File: config.mk
export PLATFORM = sky130hd
export DESIGN_NAME = comp_row_table
export DESIGN_NICKNAME = d
export VERILOG_FILES = /design/src/rtl/comp_row_pkg.sv /design/src/rtl/comp_row_table_rd.sv /design/src/rtl/comp_row_table.sv
export SDC_FILE = /design/constraint.sdc
export NUM_CORES = 1
export LEC_CHECK = 0
export BUFFER_PORTS_ARGS = -buffer_cell sky130_fd_sc_hd__buf_4
export CAP_MARGIN = 30
export CORE_MARGIN = 5
export CORE_UTILIZATION = 50
export DETAILED_ROUTE_END_ITERATION = 10
export PLACE_DENSITY = 0.67
export SLEW_MARGIN = 40
export SYNTH_ARGS = -nofsm -noshare
export SYNTH_HDL_FRONTEND = slang
export SYNTH_SLANG_ARGS = --single-unit
export TNS_END_PERCENT = 20
File: constraint.sdc
create_clock -name clk -period 3.6 [get_ports clk]
set_clock_uncertainty 0.05 [all_clocks]
set_input_delay 0.54 -clock clk [delete_from_list [all_inputs] [get_ports clk]]
set_output_delay 0.54 -clock clk [all_outputs]
set_load 0.005 [all_outputs]
File: src/rtl/comp_row_pkg.sv
// Shared types and constants for the compensation-row table and its read port.
package comp_row_pkg;

    typedef enum logic {
        ST_LOAD  = 1'b0,
        ST_READY = 1'b1
    } state_t;

    localparam int unsigned DEF_ROW_W = 3;

    // Stored entry: MSB is the invalid flag, low ROW_W bits the row index.
    typedef logic [DEF_ROW_W:0] comp_entry_t;

    function automatic int unsigned comp_entry_w(input int unsigned row_w);
        return row_w + 1;
    endfunction

    function automatic logic [31:0] comp_invalid(input int unsigned row_w);
        return 32'(1) << row_w;
    endfunction

endpackage

File: src/rtl/comp_row_table_rd.sv
// Registered per-column read port: column select, mask derivation, out-of-range fill.
module comp_row_rd_port
    import comp_row_pkg::*;
#(
    parameter int unsigned NUM_COLS      = 8,
    parameter int unsigned SLOTS_PER_COL = 3,
    parameter int unsigned ROW_W         = 3
) (
    input  logic                                            clk,
    input  logic                                            rst,
    input  logic                                            rd_req,
    input  logic [$clog2(NUM_COLS)-1:0]                     rd_col,
    input  logic [NUM_COLS*SLOTS_PER_COL*(ROW_W+1)-1:0]     table_flat,
    output logic [SLOTS_PER_COL*(ROW_W+1)-1:0]              rd_rows,
    output logic [SLOTS_PER_COL-1:0]                        rd_mask,
    output logic                                            rd_valid
);

    localparam int unsigned EW = comp_entry_w(ROW_W);
    localparam int unsigned RW = SLOTS_PER_COL * EW;
    localparam logic [EW-1:0] INVALID = EW'(comp_invalid(ROW_W));

    logic [RW-1:0]            rows_d, rows_q;
    logic [SLOTS_PER_COL-1:0] mask_d, mask_q;
    logic                     valid_d, valid_q;

    always_comb begin
        rows_d  = rows_q;
        mask_d  = mask_q;
        valid_d = 1'b0;
        if (rd_req) begin
            valid_d = 1'b1;
            for (int unsigned k = 0; k < SLOTS_PER_COL; k++) begin
                rows_d[k*EW +: EW] = INVALID;
            end
            // An out-of-range column matches no iteration and keeps the INVALID fill.
            for (int unsigned c = 0; c < NUM_COLS; c++) begin
                if (32'(rd_col) == c) begin
                    rows_d = table_flat[c*RW +: RW];
                end
            end
            for (int unsigned k = 0; k < SLOTS_PER_COL; k++) begin
                mask_d[k] = ~rows_d[k*EW + EW - 1];
            end
        end
    end

    always_ff @(posedge clk) begin
        if (rst) begin
            rows_q  <= {SLOTS_PER_COL{INVALID}};
            mask_q  <= '0;
            valid_q <= 1'b0;
        end else begin
            rows_q  <= rows_d;
            mask_q  <= mask_d;
            valid_q <= valid_d;
        end
    end

    assign rd_rows  = rows_q;
    assign rd_mask  = mask_q;
    assign rd_valid = valid_q;

endmodule

File: src/rtl/comp_row_table.sv
// Compensation-row table: captures per-column row indices from the weight loader,
// then serves one column per read request once loading is done.
module comp_row_table
    import comp_row_pkg::*;
#(
    parameter int unsigned NUM_COLS      = 8,
    parameter int unsigned SLOTS_PER_COL = 3,
    parameter int unsigned ROW_W         = 3
) (
    input  logic                                clk,
    input  logic                                rst,
    input  logic                                comp_valid,
    input  logic [ROW_W-1:0]                    comp_row,
    input  logic                                change_col,
    input  logic                                done,
    input  logic                                start,
    input  logic                                rd_en,
    input  logic [$clog2(NUM_COLS)-1:0]         rd_col,
    output logic [SLOTS_PER_COL*(ROW_W+1)-1:0]  rd_rows,
    output logic [SLOTS_PER_COL-1:0]            rd_mask,
    output logic                                rd_valid,
    output logic                                ready,
    output logic                                overflow,
    output logic [$clog2(NUM_COLS+1)-1:0]       col_idx
);

    localparam int unsigned EW = comp_entry_w(ROW_W);
    localparam int unsigned CW = $clog2(NUM_COLS + 1);
    localparam int unsigned SW = $clog2(SLOTS_PER_COL + 1);
    localparam logic [EW-1:0] INVALID = EW'(comp_invalid(ROW_W));

    state_t        state_q, state_d;
    logic [CW-1:0] col_q, col_d;
    logic [SW-1:0] slot_q, slot_d;
    logic          ovf_q, ovf_d;
    logic [EW-1:0] table_q [NUM_COLS][SLOTS_PER_COL];
    logic [EW-1:0] table_d [NUM_COLS][SLOTS_PER_COL];

    logic [NUM_COLS*SLOTS_PER_COL*EW-1:0] table_flat;
    logic                                 rd_req;

    always_comb begin
        state_d = state_q;
        col_d   = col_q;
        slot_d  = slot_q;
        ovf_d   = ovf_q;
        table_d = table_q;
        if (start) begin
            state_d = ST_LOAD;
            col_d   = '0;
            slot_d  = '0;
            ovf_d   = 1'b0;
            for (int unsigned c = 0; c < NUM_COLS; c++) begin
                for (int unsigned s = 0; s < SLOTS_PER_COL; s++) begin
                    table_d[c][s] = INVALID;
                end
            end
        end else if (state_q == ST_LOAD) begin
            if (done) begin
                state_d = ST_READY;
                col_d   = '0;
                slot_d  = '0;
            end else begin
                if (comp_valid) begin
                    if (32'(col_q) < NUM_COLS && 32'(slot_q) < SLOTS_PER_COL) begin
                        for (int unsigned c = 0; c < NUM_COLS; c++) begin
                            for (int unsigned s = 0; s < SLOTS_PER_COL; s++) begin
                                if (32'(col_q) == c && 32'(slot_q) == s) begin
                                    table_d[c][s] = {1'b0, comp_row};
                                end
                            end
                        end
                        slot_d = slot_q + SW'(1);
                    end else begin
                        ovf_d = 1'b1;
                    end
                end
                // Column advance follows the write so a coincident entry lands in the old column.
                if (change_col) begin
                    if (32'(col_q) < NUM_COLS) begin
                        col_d = col_q + CW'(1);
                    end
                    slot_d = '0;
                end
            end
        end
    end

    always_ff @(posedge clk) begin
        if (rst) begin
            state_q <= ST_LOAD;
            col_q   <= '0;
            slot_q  <= '0;
            ovf_q   <= 1'b0;
            for (int unsigned c = 0; c < NUM_COLS; c++) begin
                for (int unsigned s = 0; s < SLOTS_PER_COL; s++) begin
                    table_q[c][s] <= INVALID;
                end
            end
        end else begin
            state_q <= state_d;
            col_q   <= col_d;
            slot_q  <= slot_d;
            ovf_q   <= ovf_d;
            table_q <= table_d;
        end
    end

    always_comb begin
        table_flat = '0;
        for (int unsigned c = 0; c < NUM_COLS; c++) begin
            for (int unsigned s = 0; s < SLOTS_PER_COL; s++) begin
                table_flat[(c*SLOTS_PER_COL + s)*EW +: EW] = table_q[c][s];
            end
        end
    end

    assign rd_req = rd_en && (state_q == ST_READY) && !start;

    comp_row_rd_port #(
        .NUM_COLS      (NUM_COLS),
        .SLOTS_PER_COL (SLOTS_PER_COL),
        .ROW_W         (ROW_W)
    ) u_rd_port (
        .clk        (clk),
        .rst        (rst),
        .rd_req     (rd_req),
        .rd_col     (rd_col),
        .table_flat (table_flat),
        .rd_rows    (rd_rows),
        .rd_mask    (rd_mask),
        .rd_valid   (rd_valid)
    );

    assign ready    = (state_q == ST_READY);
    assign overflow = ovf_q;
    assign col_idx  = col_q;

endmodule

## After elaboration in Yosys (flattened, before gate mapping)

Index checks and enable logic that the tools add are counted.

| operators by class | value |
|---|---|
| $add $sub $neg | 2 |
| magnitude comparators | 2 |
| equality and inequality tests | 16 |
| mux-type cells | 19 |
| bitwise logic cells | 6 |
| reduce and logical (&&, ||, !) cells | 63 |

Operators with widths:

| operator | number |
|---|---|
| 5-bit AND reduction | 24 |
| 12-bit two-way mux | 9 |
| 1-bit logical AND | 27 |
| 4-bit by 3-bit == test with 1-bit output (second input constant) | 4 |
| 3-bit == test (second input constant) | 4 |
| 4-bit two-way mux | 3 |
| 4-bit by 2-bit == test with 1-bit output (second input constant) | 2 |
| 2-bit two-way mux | 4 |
| 3-bit by 2-bit == test with 1-bit output (second input constant) | 2 |
| 1-bit NOT | 6 |
| 3-bit AND reduction | 2 |
| 3-bit nonzero test | 2 |
| 4-bit by 1-bit adder with 4-bit output (second input constant) | 1 |
| 4-bit by 1-bit == test with 1-bit output (second input constant) | 1 |
| 4-bit logical NOT | 1 |
| 4-bit < comparator (second input constant) | 1 |
| 4-bit AND reduction | 1 |
| 2-bit nonzero test | 2 |
| 3-bit by 1-bit == test with 1-bit output (second input constant) | 1 |
| 3-bit logical NOT | 1 |
| 1-bit two-way mux | 3 |
| 2-bit by 1-bit adder with 2-bit output (second input constant) | 1 |
| 2-bit by 1-bit == test with 1-bit output (second input constant) | 1 |
| 2-bit == test (second input constant) | 1 |
| 4 further kinds | 4 |

| word-level totals | value |
|---|---|
| bits in registers | 120 |
| input bits | 13 |
| output and inout bits | 22 |
| logic and storage cells | 139 |

## Longest topological paths before layout

| logic depth | value |
|---|---|
| word-level depth | 11 |
| depth in mapped cells | 7 |
| depth with buffers taken out | 6 |

## Cells and area by module

A second synthesis with hierarchy kept.

| second synthesis, totals | value |
|---|---|
| cell total of the unflattened synthesis | 567 |
| area total of the unflattened synthesis | 5,064.9 um2 |

Modules (own cells, without submodules):

| module | instances | cells each | area an instance (um2) | sequential area each (um2) |
|---|---|---|---|---|
| comp_row_table | 1 | 406 | 3,678.5 | 2,082.0 |
| comp_row_rd_port | 1 | 161 | 1,386.3 | 320.3 |

## Worst setup path after synthesis

Ideal clock, no wire load.

| path | value |
|---|---|
| path type | input to register |
| start point | input port rd_col[2] |
| end point | register u_rd_port.rows_q[11], in the netlist u_rd_port.rd_rows[11] |
| setup time | 122 ps |
| arrival time | 1,554 ps |
| required time | 3,428 ps |
| setup slack | 1,874 ps |
| stages on the path | 5 |
| path buffers | 1 |
| cells stage by stage | buf_6 -> mux2_4 -> a221oi_2 -> o22ai_1 -> a221o_1 |

| between the ends | value |
|---|---|
| longest elaborated chain between the ends | 10 |
| elaborated cells between the ends (all ways) | 17 |
| classes of those cells | eq/ne (7); mux (9); reduce/logical (1) |

Ends and longest elaborated chain:

| item | RTL line | source |
|---|---|---|
| start, declared | comp_row_table.sv:18 | `input logic [$clog2(NUM_COLS)-1:0] rd_col,` |
| 3-bit logical NOT | comp_row_table_rd.sv:38 | `if (32'(rd_col) == c) begin` |
| 12-bit two-way mux (7 in a row) | comp_row_table_rd.sv:38 |  |
| 12-bit two-way mux (*) | comp_row_table_rd.sv:38 |  |
| 12-bit two-way mux (*) | comp_row_table_rd.sv:31 | `if (rd_req) begin` |
| end signal, assigned | comp_row_table_rd.sv:50 | `rows_q <= {SLOTS_PER_COL{INVALID}};` |
| end signal, assigned | comp_row_table_rd.sv:54 | `rows_q <= rows_d;` |
| end, declared | comp_row_table_rd.sv:23 | `logic [RW-1:0] rows_d, rows_q;` |

Every way passes the cells marked *; elsewhere a longest branch is shown, timed or not. The select of a mux whose other input is x is not followed.
A chain may end at the register's enable or synchronous reset.

## Final worst setup path

| path | value |
|---|---|
| start point | register slot_q[0] |
| end point | register table_q, in the netlist table_flat[69] |

| between the ends | value |
|---|---|
| longest elaborated chain between the ends | 3 |
| elaborated cells between the ends (all ways) | 5 |
| classes of those cells | order compare (1); eq/ne (1); reduce/logical (3) |

Ends and longest elaborated chain:

| item | RTL line | source |
|---|---|---|
| start, declared | comp_row_table.sv:34 | `logic [SW-1:0] slot_q, slot_d;` |
| start signal, assigned | comp_row_table.sv:103 | `slot_q <= slot_d;` |
| 2-bit < comparator / 2-bit == test (equally long branches) | comp_row_table.sv:65, comp_row_table.sv:68 |  |
| 1-bit logical AND, on equally long branches | comp_row_table.sv:65, comp_row_table.sv:68 |  |
| 5-bit AND reduction (no line) (*) | -- |  |
| end signal, assigned | comp_row_table.sv:105 | `table_q <= table_d;` |
| end, declared | comp_row_table.sv:36 | `logic [EW-1:0] table_q [NUM_COLS][SLOTS_PER_COL];` |

Every way passes the cells marked *; elsewhere a longest branch is shown, timed or not.

==> results.json <==
{
  "power_leakage_uw": 0.00259,
  "die_area_mm2": 0.0127,
  "fp-row-count": 37,
  "fmax_ghz": 0.493,
  "synth_nets": 606,
  "rsz0062_at_grt": "false",
  "die_w_um": 113,
  "peakVddDrop_uv": 309,
  "nets": 621,
  "wl_per_cell_um": 18.6,
  "required_ns": 3.95,
  "synth_warnings": 0,
  "drv_cap": 0,
  "setup_violations": 0,
  "cts_root_buffer": "clkbuf_8",
  "r2r-end": "table_flat[69]",
  "powerDensity_mw_per_mm2": 525,
  "cts_tree": "done",
  "cp_top_family": "simple AND/OR/NAND/NOR gates",
  "grt_pass1_vias": 4324,
  "reg2regPathDepth": 5,
  "grt_pass1_wl_um": 22600,
  "coreArea_mm2": 0.0103,
  "synth_top_family_by_area": "simple AND/OR/NAND/NOR gates",
  "synthCells": 585,
  "endpoint_kind": "register",
  "ctsHoldBuffers": 0,
  "synthAdderAreaFrac_pct": 1.90,
  "dp_hpwl_um": 9270,
  "port_buffers": 34,
  "finalCritPeriodShare_pct": 56.3,
  "postCtsSetupBuffers": 0,
  "clkTransAtPathRegs_ns": 0.06,
  "hold_class": "input pin to register",
  "min-delay-start": "done",
  "areaGrowthSynthToFinish_pct": 16.0,
  "numCtsBuffers": 17,
  "cp.arrival_ns": 2.37,
  "netlist_area_mm2": 0.00527,
  "holdPathStages": 2,
  "placed_cell_area_mm2": 0.00552,
  "synth_simple_gate_area_share_pct": 21.4,
  "antenna_cells": 0,
  "ys_ff_latch": 120,
  "yosysSeqAreaShare_pct": 45.6,
  "crit_path_max_incr_delay_ns": 0.41,
  "ctsResizeCount": 0,
  "worst_pin_slew_ns": 0.786,
  "die_y_um": 113,
  "final_cell_area_mm2": 0.00612,
  "cpMaxStageDelayCell": "nand4_1",
  "status": "finished, final reports clean",
  "synth_cell_types": 48,
  "dr.pass1.iters": 7,
  "final_layout_size_suffix_gt1_share_pct": 17.0,
  "synth_compound_area_share_pct": 17.1,
  "antenna_found_initial": 1,
  "place_congestion": 0.872,
  "critPathLaunchType": "register",
  "drv_slew": 0,
  "viasPerCell": 5.88,
  "hold_violations": 0,
  "boundaryPins": 35,
  "path_buf_inv": 1,
  "ant_nets": 0,
  "htree_levels": 4,
  "reg2reg_slack_ns": 1.57,
  "synth-xor-area-share_pct": 0,
  "hold_end": "col_idx[3]",
  "grt.total_usage_pct": 22.4,
  "path_cells": "ha_1 > nor3b_4 > buf_4 > nand4_1 > a31o_2",
  "fin_setup_tns_ns": 0,
  "min_period_ns": 2.03,
  "cts.sinks": 120,
  "cts_buffer_depth": 2,
  "total_power_uw": 3210,
  "r2r-start": "slot_q[0]",
  "max-slew-margin-rel_pct": 47.4,
  "fillers": 891,
  "cp_max_fo": 26,
  "worst_skew_pair.late_latency_ns": 0.50,
  "synthMuxAreaShare_pct": 9.02,
  "synth_edf_count": 0,
  "final_common_cell": "dfxtp_1",
  "drt_iter0_drc": 307,
  "grt_max_degree": 71,
  "async_flop_share_pct": 0,
  "syn_area_per_cell_um2": 9.01,
  "via_count": 4407,
  "critPathKind": "register to register",
  "grt.overflow.total": 0,
  "synthFlopType": "dfxtp_1",
  "routed_wl_um": 13900,
  "holdWs_ns": 0.212,
  "drc_errors": 0,
  "final_cell_mix": "dfxtp_1, nand2_1, nor2_1, o21ai_0, buf_4",
  "start_util_pct": 51.1
}
-- final cells by class --
class | instances | area [um2] | area share (%)
clock inverter | 10 | 144 | 2.35
sequential | 120 | 2400 | 39.3
timing repair buffer | 40 | 300 | 4.91
inverter | 9 | 33.8 | 0.552
multi-input combinational | 412 | 2610 | 42.7
tap | 136 | 170 | 2.78
clock buffer | 22 | 453 | 7.40
-- flip-flops by register name (all words and copies together), names as in the netlist --
register            cells
col_idx                 4
overflow                1
ready                   1
slot_q                  2
table_flat             96
u_rd_port.rd_mask       3
u_rd_port.rd_rows      12
u_rd_port.rd_valid      1
-- through the flow --
stage               util, %  std cells  setup WS (ns)
floorplan                 -        585           1.87
global placement       53.5        717           1.45
detailed placement     53.5        717           1.43
CTS                    59.3        749           1.56
global route           59.3        749           1.45
finish                 59.3        749           1.57
-- routing by layer --
layer	up-vias	wire, um	GRT usage, %
met3	17	1010	5.83
met5	-	13	0
met1	2077	6230	29.5
met2	164	6530	36.5
li1	2147	-	-
met4	2	142	6.17
-- how the worst max path moves through the flow --
stage               start  cells after the start  slack [ns]                    end
6_report        slot_q[0]                      5        1.57         table_flat[69]
5_1_grt        col_idx[0]                      6        1.45         table_flat[30]
4_1_cts         slot_q[0]                      5        1.56         table_flat[69]
3_5_place_dp    rd_col[1]                      5        1.43   u_rd_port.rd_rows[1]
3_3_place_gp    rd_col[1]                      5        1.45   u_rd_port.rd_rows[1]
2_1_floorplan   rd_col[2]                      5        1.87  u_rd_port.rd_rows[11]
-- where the power goes --
part | switching, uW | internal (uW) | leakage, uW | total (uW)
Sequential | 5.09 | 1330 | 0.000968 | 1340
Combinational | 117 | 58.0 | 0.00134 | 175
Clock | 604 | 1090 | 0.000282 | 1700
-- cells in the mapped netlist (3+ instances only) --
library cell	count	area [um2]
a211o_1	5	43.8
mux2i_1	37	370
buf_4	3	22.5
and3b_1	5	43.8
buf_6	5	56.3
dfxtp_1	120	2400
a31oi_1	4	25.0
a221o_1	3	30.0
mux2_2	8	90.1
a32o_1	4	40.0
nand2_1	62	233
nand3_1	39	195
nand4_1	24	150
a21oi_1	13	65.1
nor3b_1	7	52.6
a31o_2	16	140
a211oi_1	5	37.5
clkbuf_1	23	86.3
o21bai_1	5	37.5
o22ai_1	11	68.8
nand3b_1	4	30.0
a22oi_1	6	45.0
o21ai_0	43	215
a221oi_1	7	61.3
nor2_1	54	203
inv_1	9	33.8
nor3_1	4	20.0
buf_2	12	60.1
nor2b_1	12	75.1
nor3b_2	3	37.5
ha_1	8	100
and3_1	3	18.8
-- cells by family (layout without fill, tap and decap cells) --
group | count (synthesis) | count (layout)
fa+ha+maj | 8 | 8
buf+inv | 53 | 81
compound gates | 133 | 133
flops | 120 | 120
simple gates | 225 | 225
mux | 46 | 46
(Power assumes the default switching activity.)
